**src/rtl/mem_phase_if.sv**
```systemverilog
// Bus-side phase decoder for the multicycle core's one-hot phase ring.
// Issues IF fetches and MEM loads/stores on one valid/ready port, stalls the ring meanwhile.
//
// Ports:
//   clk, rstn                         clock, async active-low reset
//   state[NSTATE]                     one-hot phase (0=IF,1=ID,2=EX,3=MEM,4=WB)
//   hold                              flush, asserted with the ring forced to IF
//   mem_rd, mem_wr                    load/store flags for the MEM phase
//   pc, ls_addr, ls_wdata             fetch address, load/store address, store data
//   bus_req/we/addr/wdata             registered request side of the memory port
//   bus_ready, bus_rdata              responder handshake and read data
//   stall                             ring must not rotate while high
//   inst_o, ld_data                   last fetched instruction, last load data
//   err_o                             one-cycle pulse on timeout abort
//   stall_cnt                         saturating count of stall cycles
module mem_phase_if #(
    parameter int              NSTATE  = 5,
    parameter int              AW      = 32,
    parameter int              DW      = 32,
    parameter int              TIMEOUT = 255,
    parameter int              TW      = 8,
    parameter logic [DW-1:0]   NOP     = 'h13
) (
    input  logic              clk,
    input  logic              rstn,
    input  logic [NSTATE-1:0] state,
    input  logic              hold,
    input  logic              mem_rd,
    input  logic              mem_wr,
    input  logic [AW-1:0]     pc,
    input  logic [AW-1:0]     ls_addr,
    input  logic [DW-1:0]     ls_wdata,
    output logic              bus_req,
    output logic              bus_we,
    output logic [AW-1:0]     bus_addr,
    output logic [DW-1:0]     bus_wdata,
    input  logic              bus_ready,
    input  logic [DW-1:0]     bus_rdata,
    output logic              stall,
    output logic [DW-1:0]     inst_o,
    output logic [DW-1:0]     ld_data,
    output logic              err_o,
    output logic [31:0]       stall_cnt
);

    typedef enum logic {
        IDLE = 1'b0,
        REQ  = 1'b1
    } fsm_t;

    fsm_t              fsm_q, fsm_d;
    logic              served_q, served_d;
    logic [NSTATE-1:0] prev_state_q, prev_state_d;
    logic              bus_req_q, bus_req_d;
    logic              bus_we_q, bus_we_d;
    logic [AW-1:0]     bus_addr_q, bus_addr_d;
    logic [DW-1:0]     bus_wdata_q, bus_wdata_d;
    logic [DW-1:0]     inst_q, inst_d;
    logic [DW-1:0]     ld_q, ld_d;
    logic              err_q, err_d;
    logic [31:0]       stall_cnt_q, stall_cnt_d;
    logic [TW-1:0]     tmo_q, tmo_d;
    logic              is_if_q, is_if_d;
    logic              is_rd_q, is_rd_d;
    logic              flush_q, flush_d;

    logic          phase_req;
    logic          set_served;
    logic          discard;
    logic [TW-1:0] tmo_inc;

    assign phase_req = state[0] | (state[3] & (mem_rd | mem_wr));
    assign stall     = phase_req & ~served_q & ~hold;
    assign tmo_inc   = tmo_q + TW'(1);

    always_comb begin
        fsm_d        = fsm_q;
        prev_state_d = state;
        bus_req_d    = bus_req_q;
        bus_we_d     = bus_we_q;
        bus_addr_d   = bus_addr_q;
        bus_wdata_d  = bus_wdata_q;
        inst_d       = inst_q;
        ld_d         = ld_q;
        err_d        = 1'b0;
        tmo_d        = tmo_q;
        is_if_d      = is_if_q;
        is_rd_d      = is_rd_q;
        flush_d      = flush_q;
        set_served   = 1'b0;
        // A flush seen at any point of the handshake discards the result.
        discard      = flush_q | hold;

        unique case (fsm_q)
            IDLE: begin
                if (stall) begin
                    fsm_d       = REQ;
                    bus_req_d   = 1'b1;
                    bus_addr_d  = state[0] ? pc : ls_addr;
                    bus_we_d    = state[3] & mem_wr;
                    bus_wdata_d = ls_wdata;
                    tmo_d       = '0;
                    is_if_d     = state[0];
                    is_rd_d     = ~state[0] & state[3] & mem_rd & ~mem_wr;
                    flush_d     = 1'b0;
                end
            end
            REQ: begin
                flush_d = discard;
                if (bus_ready) begin
                    fsm_d     = IDLE;
                    bus_req_d = 1'b0;
                    if (!discard) begin
                        set_served = 1'b1;
                        if (is_if_q) begin
                            inst_d = bus_rdata;
                        end else if (is_rd_q) begin
                            ld_d = bus_rdata;
                        end
                    end
                end else if (tmo_inc == TW'(TIMEOUT)) begin
                    fsm_d     = IDLE;
                    bus_req_d = 1'b0;
                    err_d     = 1'b1;
                    if (!discard) begin
                        set_served = 1'b1;
                        if (is_if_q) begin
                            inst_d = NOP;
                        end else if (is_rd_q) begin
                            ld_d = '0;
                        end
                    end
                end else begin
                    tmo_d = tmo_inc;
                end
            end
            default: fsm_d = IDLE;
        endcase

        // A phase change always clears served, even over a same-cycle completion.
        if (state != prev_state_q) begin
            served_d = 1'b0;
        end else if (set_served) begin
            served_d = 1'b1;
        end else begin
            served_d = served_q;
        end

        if (stall && stall_cnt_q != 32'hFFFF_FFFF) begin
            stall_cnt_d = stall_cnt_q + 32'd1;
        end else begin
            stall_cnt_d = stall_cnt_q;
        end
    end

    always_ff @(posedge clk or negedge rstn) begin
        if (!rstn) begin
            fsm_q        <= IDLE;
            served_q     <= 1'b0;
            prev_state_q <= '0;
            bus_req_q    <= 1'b0;
            bus_we_q     <= 1'b0;
            bus_addr_q   <= '0;
            bus_wdata_q  <= '0;
            inst_q       <= '0;
            ld_q         <= '0;
            err_q        <= 1'b0;
            stall_cnt_q  <= '0;
            tmo_q        <= '0;
            is_if_q      <= 1'b0;
            is_rd_q      <= 1'b0;
            flush_q      <= 1'b0;
        end else begin
            fsm_q        <= fsm_d;
            served_q     <= served_d;
            prev_state_q <= prev_state_d;
            bus_req_q    <= bus_req_d;
            bus_we_q     <= bus_we_d;
            bus_addr_q   <= bus_addr_d;
            bus_wdata_q  <= bus_wdata_d;
            inst_q       <= inst_d;
            ld_q         <= ld_d;
            err_q        <= err_d;
            stall_cnt_q  <= stall_cnt_d;
            tmo_q        <= tmo_d;
            is_if_q      <= is_if_d;
            is_rd_q      <= is_rd_d;
            flush_q      <= flush_d;
        end
    end

    assign bus_req   = bus_req_q;
    assign bus_we    = bus_we_q;
    assign bus_addr  = bus_addr_q;
    assign bus_wdata = bus_wdata_q;
    assign inst_o    = inst_q;
    assign ld_data   = ld_q;
    assign err_o     = err_q;
    assign stall_cnt = stall_cnt_q;

endmodule

```
**config.mk**
```make
export PLATFORM = sky130hd
export DESIGN_NAME = mem_phase_if
export DESIGN_NICKNAME = d
export VERILOG_FILES = /design/src/rtl/mem_phase_if.sv
export SDC_FILE = /design/constraint.sdc
export NUM_CORES = 1
export LEC_CHECK = 0
export CORE_MARGIN = 2
export CORE_UTILIZATION = 45
export DETAILED_ROUTE_END_ITERATION = 8
export PLACE_DENSITY = 0.86
export SLEW_MARGIN = 40
export SYNTH_ARGS = -nofsm -noshare
export SYNTH_HDL_FRONTEND = slang
export SYNTH_SLANG_ARGS = --single-unit
```
**constraint.sdc**
```tcl
create_clock -name clk -period 2.4 [get_ports clk]
set_input_delay 0.24 -clock clk [delete_from_list [all_inputs] [get_ports clk]]
set_output_delay 0.24 -clock clk [all_outputs]
set_load 0.1 [all_outputs]
```
==> metrics.md, run 1 <==
| Metric | Value |
|---|---|
| IO Port Bufs | approximately 300 |
| Synth Cell Area | roughly 8000 sq um |
| Required @ worst endpoint | about 2.7 ns |
| Share of layout cells above drive strength 1 | 22.5% |
| Critical Path Sink Type | register |
| Ys async rst share | 100% |
| Fin crit period | 2.26 ns |
| DR pass1 iterations | 6 |
| Non-filler cells, final | 1369 |
| HPWL Detailed | approximately 16 mm |
| GRT overflow | 0 |
| Largest cells by area after synthesis | dfrtp_1, nand2_1, a22oi_1, o21ai_0, mux2i_1 |
| Most used DFF post-synth | dfrtp_1 |
| Syn nets | 969 |
| Final WL | 22.3 mm |
| Crit path DAT | 2.56 ns |
| CP max FO | 29 |
| Avg Cell Area, Syn | 9.89 sq um |
| Worst Hold Class | input port to register |
| Synth top cells by count | dfrtp_1, nand2_1, o21ai_0, inv_1, a22oi_1 |
| Clock slew at reported path FFs | around 0.070 ns |
| Placement Rows | 49 |
| Gr busiest metal | met2 |
| Number of routed nets with antenna violations | 0 |
| Final setup viols | 0 |
| CTS tree | yes |
| Synth top area share | a little under three fifths |
| CTS Buf Count | 17 |
| Slew margin rel. | 64.3% |
| Synth area leader | dfrtp_1 |
| P&R area growth vs syn | 43.4% |
| Vias/cell | ~5.2 |
| Initial drt markers | 454 |
| H-tree levels | 4 |
| All-Layer GR Usage | ~23% |
| Most frequent cell after synthesis | dfrtp_1 |
| Max-slew violation total from the final report | 0 |
| Inst Count DP | approximately 1300 |
| Worst Max-Slew Pin Slew | about 0.53 ns |
| Clk_lat worst skew | 0.42 ns |
| Final Skew | 0.0106 ns |
| Pwr dens | around 1000 nW/um^2 |
| Post-DR wirelength/cell | 16.3 microns |
| Vias in the first global route | between 6000 and 7000 |
| Height of the die | around 140 microns |
| Sink Count | approximately 180 |
| Largest net degree at the start of global routing | around 100 |
| Register bit count reported by yosys | roughly 180 |
| First-pass GRT wire length | approximately 36 mm |
| Place WS | between 0.15 and 0.2 ns |
| Postcts setup bufs | 0 |
| Crit Path Class | register to register |
| Count of cell types in the netlist | between 50 and 60 |
| RSZ-0062 raised after global routing | no |
| Die width | ~140 microns |
| Peak VDD IR | about 1.2 mV |
| Grt met1 use | between 20% and 30% |
| Gate count of the mapped netlist | a little over 800 |
| Core ar. | around 18000 sq um |
| N_diodes | 0 |
| MaxCap Viol Count | 0 |
| Nets | about 1300 |
| Via count | about 7000 |
| Max clock buf depth | 2 |
| Routing usage on met3 | between 5 and 6% |
| Total Neg Setup Slack | 0 ns |
| Post-route clock period utilization | a little over nine tenths |
| Initial antenna violation count | 0 |
| Fmax | about 0.44 GHz |
| Placer Congestion | between 0.8 and 0.9 |
| Final hold violation count | 0 |
| Status | finished clean |
| Critical Path Start Type | register |
| Ports | around 300 |
| Met2 GRT Util | between 30% and 40% |
| Drc violations | 0 |
| Final WS setup | 0.137 ns |
| Number of synthesized flops with an enable pin | 0 |
| WHS | approximately 0.11 ns |
| Seq/Total Area, Yosys | 55.4% |
| Final core utilization | between 60 and 70% |
| Die area | a little under 20000 sq um |
| Yosys warns | 0 |
| LEAKAGE | about 5.8 nW |
| CTS root buffer | clkbuf_16 |
| Initial Util | 45.7% |
layer usage:
layer / part of all wire, % / wire length, microns / vias up
met1: 40 / 8960 / 3357
met2: 49 / 11000 / 334
met5: 0 / 0 / -
met3: 7.7 / 1720 / 40
li1: - / - / 3440
met4: 2.6 / 590 / 0
area by class of cell:
cell class / instances / area (sq um)
Clock inverter: 15 / 144
Inverter: 71 / 267
Timing Repair Buffer: 322 / 2840
Multi-Input combinational cell: 534 / 3200
Clock buffer: 17 / 425
Fill cell: 1403 / 6180
Sequential cell: 181 / 4560
Tap cell: 229 / 287
worst max-delay path, stage by stage, from the launching register on:
cell and delay, ns:
dfrtp_1 0.45, ha_1 0.24, nand3_1 0.15, or3_1 0.41, a21o_1 0.29, o21ai_4 0.25, clkbuf_16 0.26, o21ai_0 0.09
timing repair:
item | 4_1_cts | 5_1_grt
setup endpoints to repair | 0 | 13
gates resized for setup | 0 | 0
hold buffers | 1 | 0
hold endpoints to repair | 41 | 0
cell families (layout without fill, tap and decap cells):
| group | after synthesis | count (layout) | synth area share [%] |
|---|---|---|---|
| mux | 36 | 36 | 4.45 |
| simple gates | 269 | 269 | 15.8 |
| flops | 181 | 181 | 55.4 |
| buf+inv | 112 | 425 | 5.75 |
| xor+xnor | 35 | 35 | 3.75 |
| fa+ha+maj | 3 | 3 | 0.459 |
| compound gates | 191 | 191 | 14.4 |
path summary, 6_finish.rpt:
kind | from | end | slack [ns] | cells after the start
max | tmo_q[0] | ld_data[2] | 0.14 | 7
min | state[0] | prev_state_q[0] | 0.11 | 1
max reg2reg | tmo_q[0] | ld_data[2] | 0.14 | 7
min reg2reg | bus_wdata[5] | bus_wdata[5] | 0.48 | 2
max in group asynchronous | rstn | prev_state_q[4] | 1.41 | 3
min in group asynchronous | rstn | bus_addr[4] | 0.32 | 2
layout by cell type, fill, tap and decap left out, types with 6 or more instances in the layout:
master	n
buf_4	177
dfrtp_1	157
nand2_1	155
clkdlybuf4s50_1	136
o21ai_0	71
inv_1	70
a22oi_1	55
o21ai_1	34
mux2i_1	33
dfrtp_2	24
nor2_1	19
xor2_1	19
clkbuf_16	18
nand3_1	16
xnor2_1	16
nand4_1	12
and3_1	11
nor3_1	9
a21oi_1	8
and4_1	8
inv_6	6
where the power goes:
group	internal [mW]	switching, mW
sequential	3.56	0.378
combinational	1.13	4.29
clock	1.46	1.26
total	6.15	5.93
stage by stage:
| step | area (sq um) | total power [mW] |
|---|---|---|
| floorplan | 8210 | 8.02 |
| global placement | 11100 | 9.36 |
| detailed placement | 11100 | 9.42 |
| CTS | 11700 | 12.2 |
| global route | 11700 | 12.6 |
| finish | 11700 | 12.1 |
registers in the layout, indices dropped and copies added, names as in the netlist:
register and count:
bus_addr 32, bus_req 1, bus_wdata 32, bus_we 1
err_o 1, flush_q 1, fsm_q 1, inst_o 32
is_if_q 1, is_rd_q 1, ld_data 32, prev_state_q 5
served_q 1, stall_cnt 32, tmo_q 8
No activity file was read; power rests on OpenSTA's default activity.
==> run 2: changes to the inputs <==
CORE_MARGIN = default   (was 2)
clock period = 2.1 ns   (was 2.4 ns; I/O delays follow)
==> run 2 against run 1 <==
- count of clock-buffer cells in the layout grew 2
- cell area grew 3.0%
- die area shrank 2.9%
- critical path depth is the same
- sequential cell count is the same
- combinational power grew 17%
- sequential share of layout area shrank 0.56 points
- highest routed layer unchanged
==> metrics.md, run 2 (synthesized netlist as in run 1, its figures left out) <==
| Metric | Value |
|---|---|
| Max clock buf depth | 2 |
| Critical-path cell list | buf_4 -> ha_1 -> nand4_1 -> mux2_2 -> a22oi_1 -> nand3_1 -> o21ai_0 |
| Pwr dens | between 1000 and 1500 nW/um^2 |
| Worst Max-Slew Pin Slew | 0.475 ns |
| Initial Util | between 40% and 50% |
| Grt met1 use | 30.5% |
| Internal power | roughly 7.2 mW |
| Critical Path Sink Type | register |
| Core ar. | around 18000 sq um |
| Final WL | roughly 24 mm |
| CP max FO | 7 |
| Final setup viols | 0 |
| Clock slew at reported path FFs | approximately 0.07 ns |
| Worst r2r src | tmo_q[1] |
| IO Port Bufs | ~300 |
| Met2 GRT Util | 43.5% |
| Largest net degree at the start of global routing | 102 |
| Final hold violation count | 0 |
| R2r setup slk | 0.08 ns |
| Hold Path Sink | prev_state_q[0] |
| Max-slew violation total from the final report | 0 |
| Placed Instance Area | 11400 sq um |
| Peak VDD IR | 1.18 mV |
| CP peak stage delay | around 0.35 ns |
| Sw frac | just under 50% |
| Number of routed nets with antenna violations | 0 |
| CTS Buf Count | 17 |
| Gr busiest metal | met2 |
| Sw Pwr | 6.80 mW |
| Drc violations | 0 |
| Vias/cell | 5.29 |
| Initial drt markers | around 360 |
| GRT overflow | 0 |
| Sink Count | ~180 |
| CP max-delay cell | dfrtp_1 |
| Required @ worst endpoint | 2.43 ns |
| Share of layout cells above drive strength 1 | around a quarter |
| Total Neg Setup Slack | 0 ns |
| Initial antenna violation count | 0 |
| Height of the die | 137 microns |
| R2r endpoint | tmo_q[7] |
| Most common cell after layout, fill and taps aside | buf_4 |
| HPWL Detailed | roughly 17 mm |
| Fillers | around 1300 |
| All-Layer GR Usage | 25.3% |
| Fmax | slightly below 0.5 GHz |
| Critical Path Start Type | register |
| Placement Rows | 48 |
| Sequential Power Share | approximately 32% |
| Clk_lat worst skew | ~0.43 ns |
| DR pass1 iterations | 4 |
| Nets | between 1000 and 1500 |
| Post-route clock period utilization | a little over nine tenths |
| Combinational share of power | around 45% |
| Worst Hold Class | input port to register |
| Fin crit period | between 2 and 2.5 ns |
| Clk pwr share | 22.7% |
| First-pass GRT wire length | about 37 mm |
| MaxCap Viol Count | 0 |
| Seq. cell area | between 4000 and 5000 sq um |
| CTS root buffer | clkbuf_16 |
| Multi-input gate area | between 3000 and 4000 sq um |
| Placer Congestion | between 0.8 and 0.9 |
| Post-DR wirelength/cell | approximately 17 microns |
| Hold Crit Start | state[0] |
| Vias in the first global route | approximately 7200 |
| Ports | a little over 300 |
| Commonest non-fill, non-tap cells in the layout | buf_4, nand2_1, dfrtp_1, clkdlybuf4s50_1 |
| Slew margin rel. | between 60% and 70% |
| Die area | around 19000 sq um |
| Via count | around 7300 |
| Crit path from | tmo_q[1] |
| Routing usage on met3 | 6.89% |
| Final Skew | between 0.01 and 0.015 ns |
| Hold depth | 2 |
| H-tree levels | 4 |
| Status | finished clean |
| LEAKAGE | ~5.9 nW |
| Post-route cell area | between 10000 and 15000 sq um |
| CTS tree | yes |
| R2R cell count | 7 |
| RSZ-0062 raised after global routing | yes |
| P&R area growth vs syn | 47.7% |
| Crit Path Class | register to register |
| Die width | 137 microns |
| Crit path DAT | about 2.4 ns |
## run 2: cell types whose count changed in the layout (fill, tap and decap cells not counted), sizes merged
cell / delta
bufinv: +1
diode: +2
clkinvlp: -1
buf: +19
inv: -2
clkbuf: +3
## run 2: metrics by stage
step	instances	utilization [%]	setup slack (ns)	hold slack (ns)	power [mW]
6_report	1387	68.9	0.0819	0.216	14.0
3_3_place_gp	1348	64.9	0.104	0.161	10.8
3_5_place_dp	1348	64.9	0.0747	0.169	10.9
5_1_grt	1385	68.8	-0.0178	0.213	14.5
4_1_cts	1381	68.3	0.0610	0.208	14.1
2_1_floorplan	827	-	-0.0104	-0.0856	9.23
## run 2: cell type report
| type | count | share of cell area (%) |
|---|---|---|
| flip-flops and latches | 181 | 38.3 |
| multi-input cells | 534 | 26.9 |
| clock inverters | 13 | 1.19 |
| inverters | 71 | 2.21 |
| repair buffers | 342 | 25.4 |
| clock buffers | 19 | 3.59 |
| diodes | 2 | 0.0414 |
| well taps | 225 | 2.33 |
## run 2: how the worst max path moves through the flow
stage	end	slack, ns	cells past startpoint
CTS	tmo_q[5]	0.06	7
detailed placement	ld_data[5]	0.07	7
global route	inst_o[24]	-0.02	8
floorplan	stall_cnt[17]	-0.01	7
global placement	stall_cnt[22]	0.10	7
finish	tmo_q[7]	0.08	7
## run 2: critical path, delay by kind of cell, from the launching register on
kind,cells,cell delay [ns]
compound gates,2,0.54
fa+ha+maj,1,0.21
buf+inv,1,0.14
mux,1,0.30
simple gates,2,0.40
flops,1,0.35
## run 2: layer usage
layer	part of all wire [%]	vias up
met5	0	-
met4	1.9	0
met3	8.6	35
met2	50	319
met1	39	3504
li1	-	3484
## run 2: power by group through the flow
stage | registers [mW] | logic, mW | clock network, mW
after floorplan | 8.49 | 0.742 | 0
after global placement | 4.54 | 6.26 | 0
after detailed placement | 4.55 | 6.34 | 0
after CTS | 4.50 | 6.35 | 3.27
after global routing | 4.57 | 6.58 | 3.38
final | 4.50 | 6.35 | 3.19
## run 2: what timing repair did
| item | in CTS | in global routing |
|---|---|---|
| setup endpoints to repair | 0 | 48 |
| endpoints found under the hold margin | 40 | 0 |
| setup buffers | 0 | 2 |
| gates resized for setup | 0 | 5 |
| hold buffers | 1 | 0 |
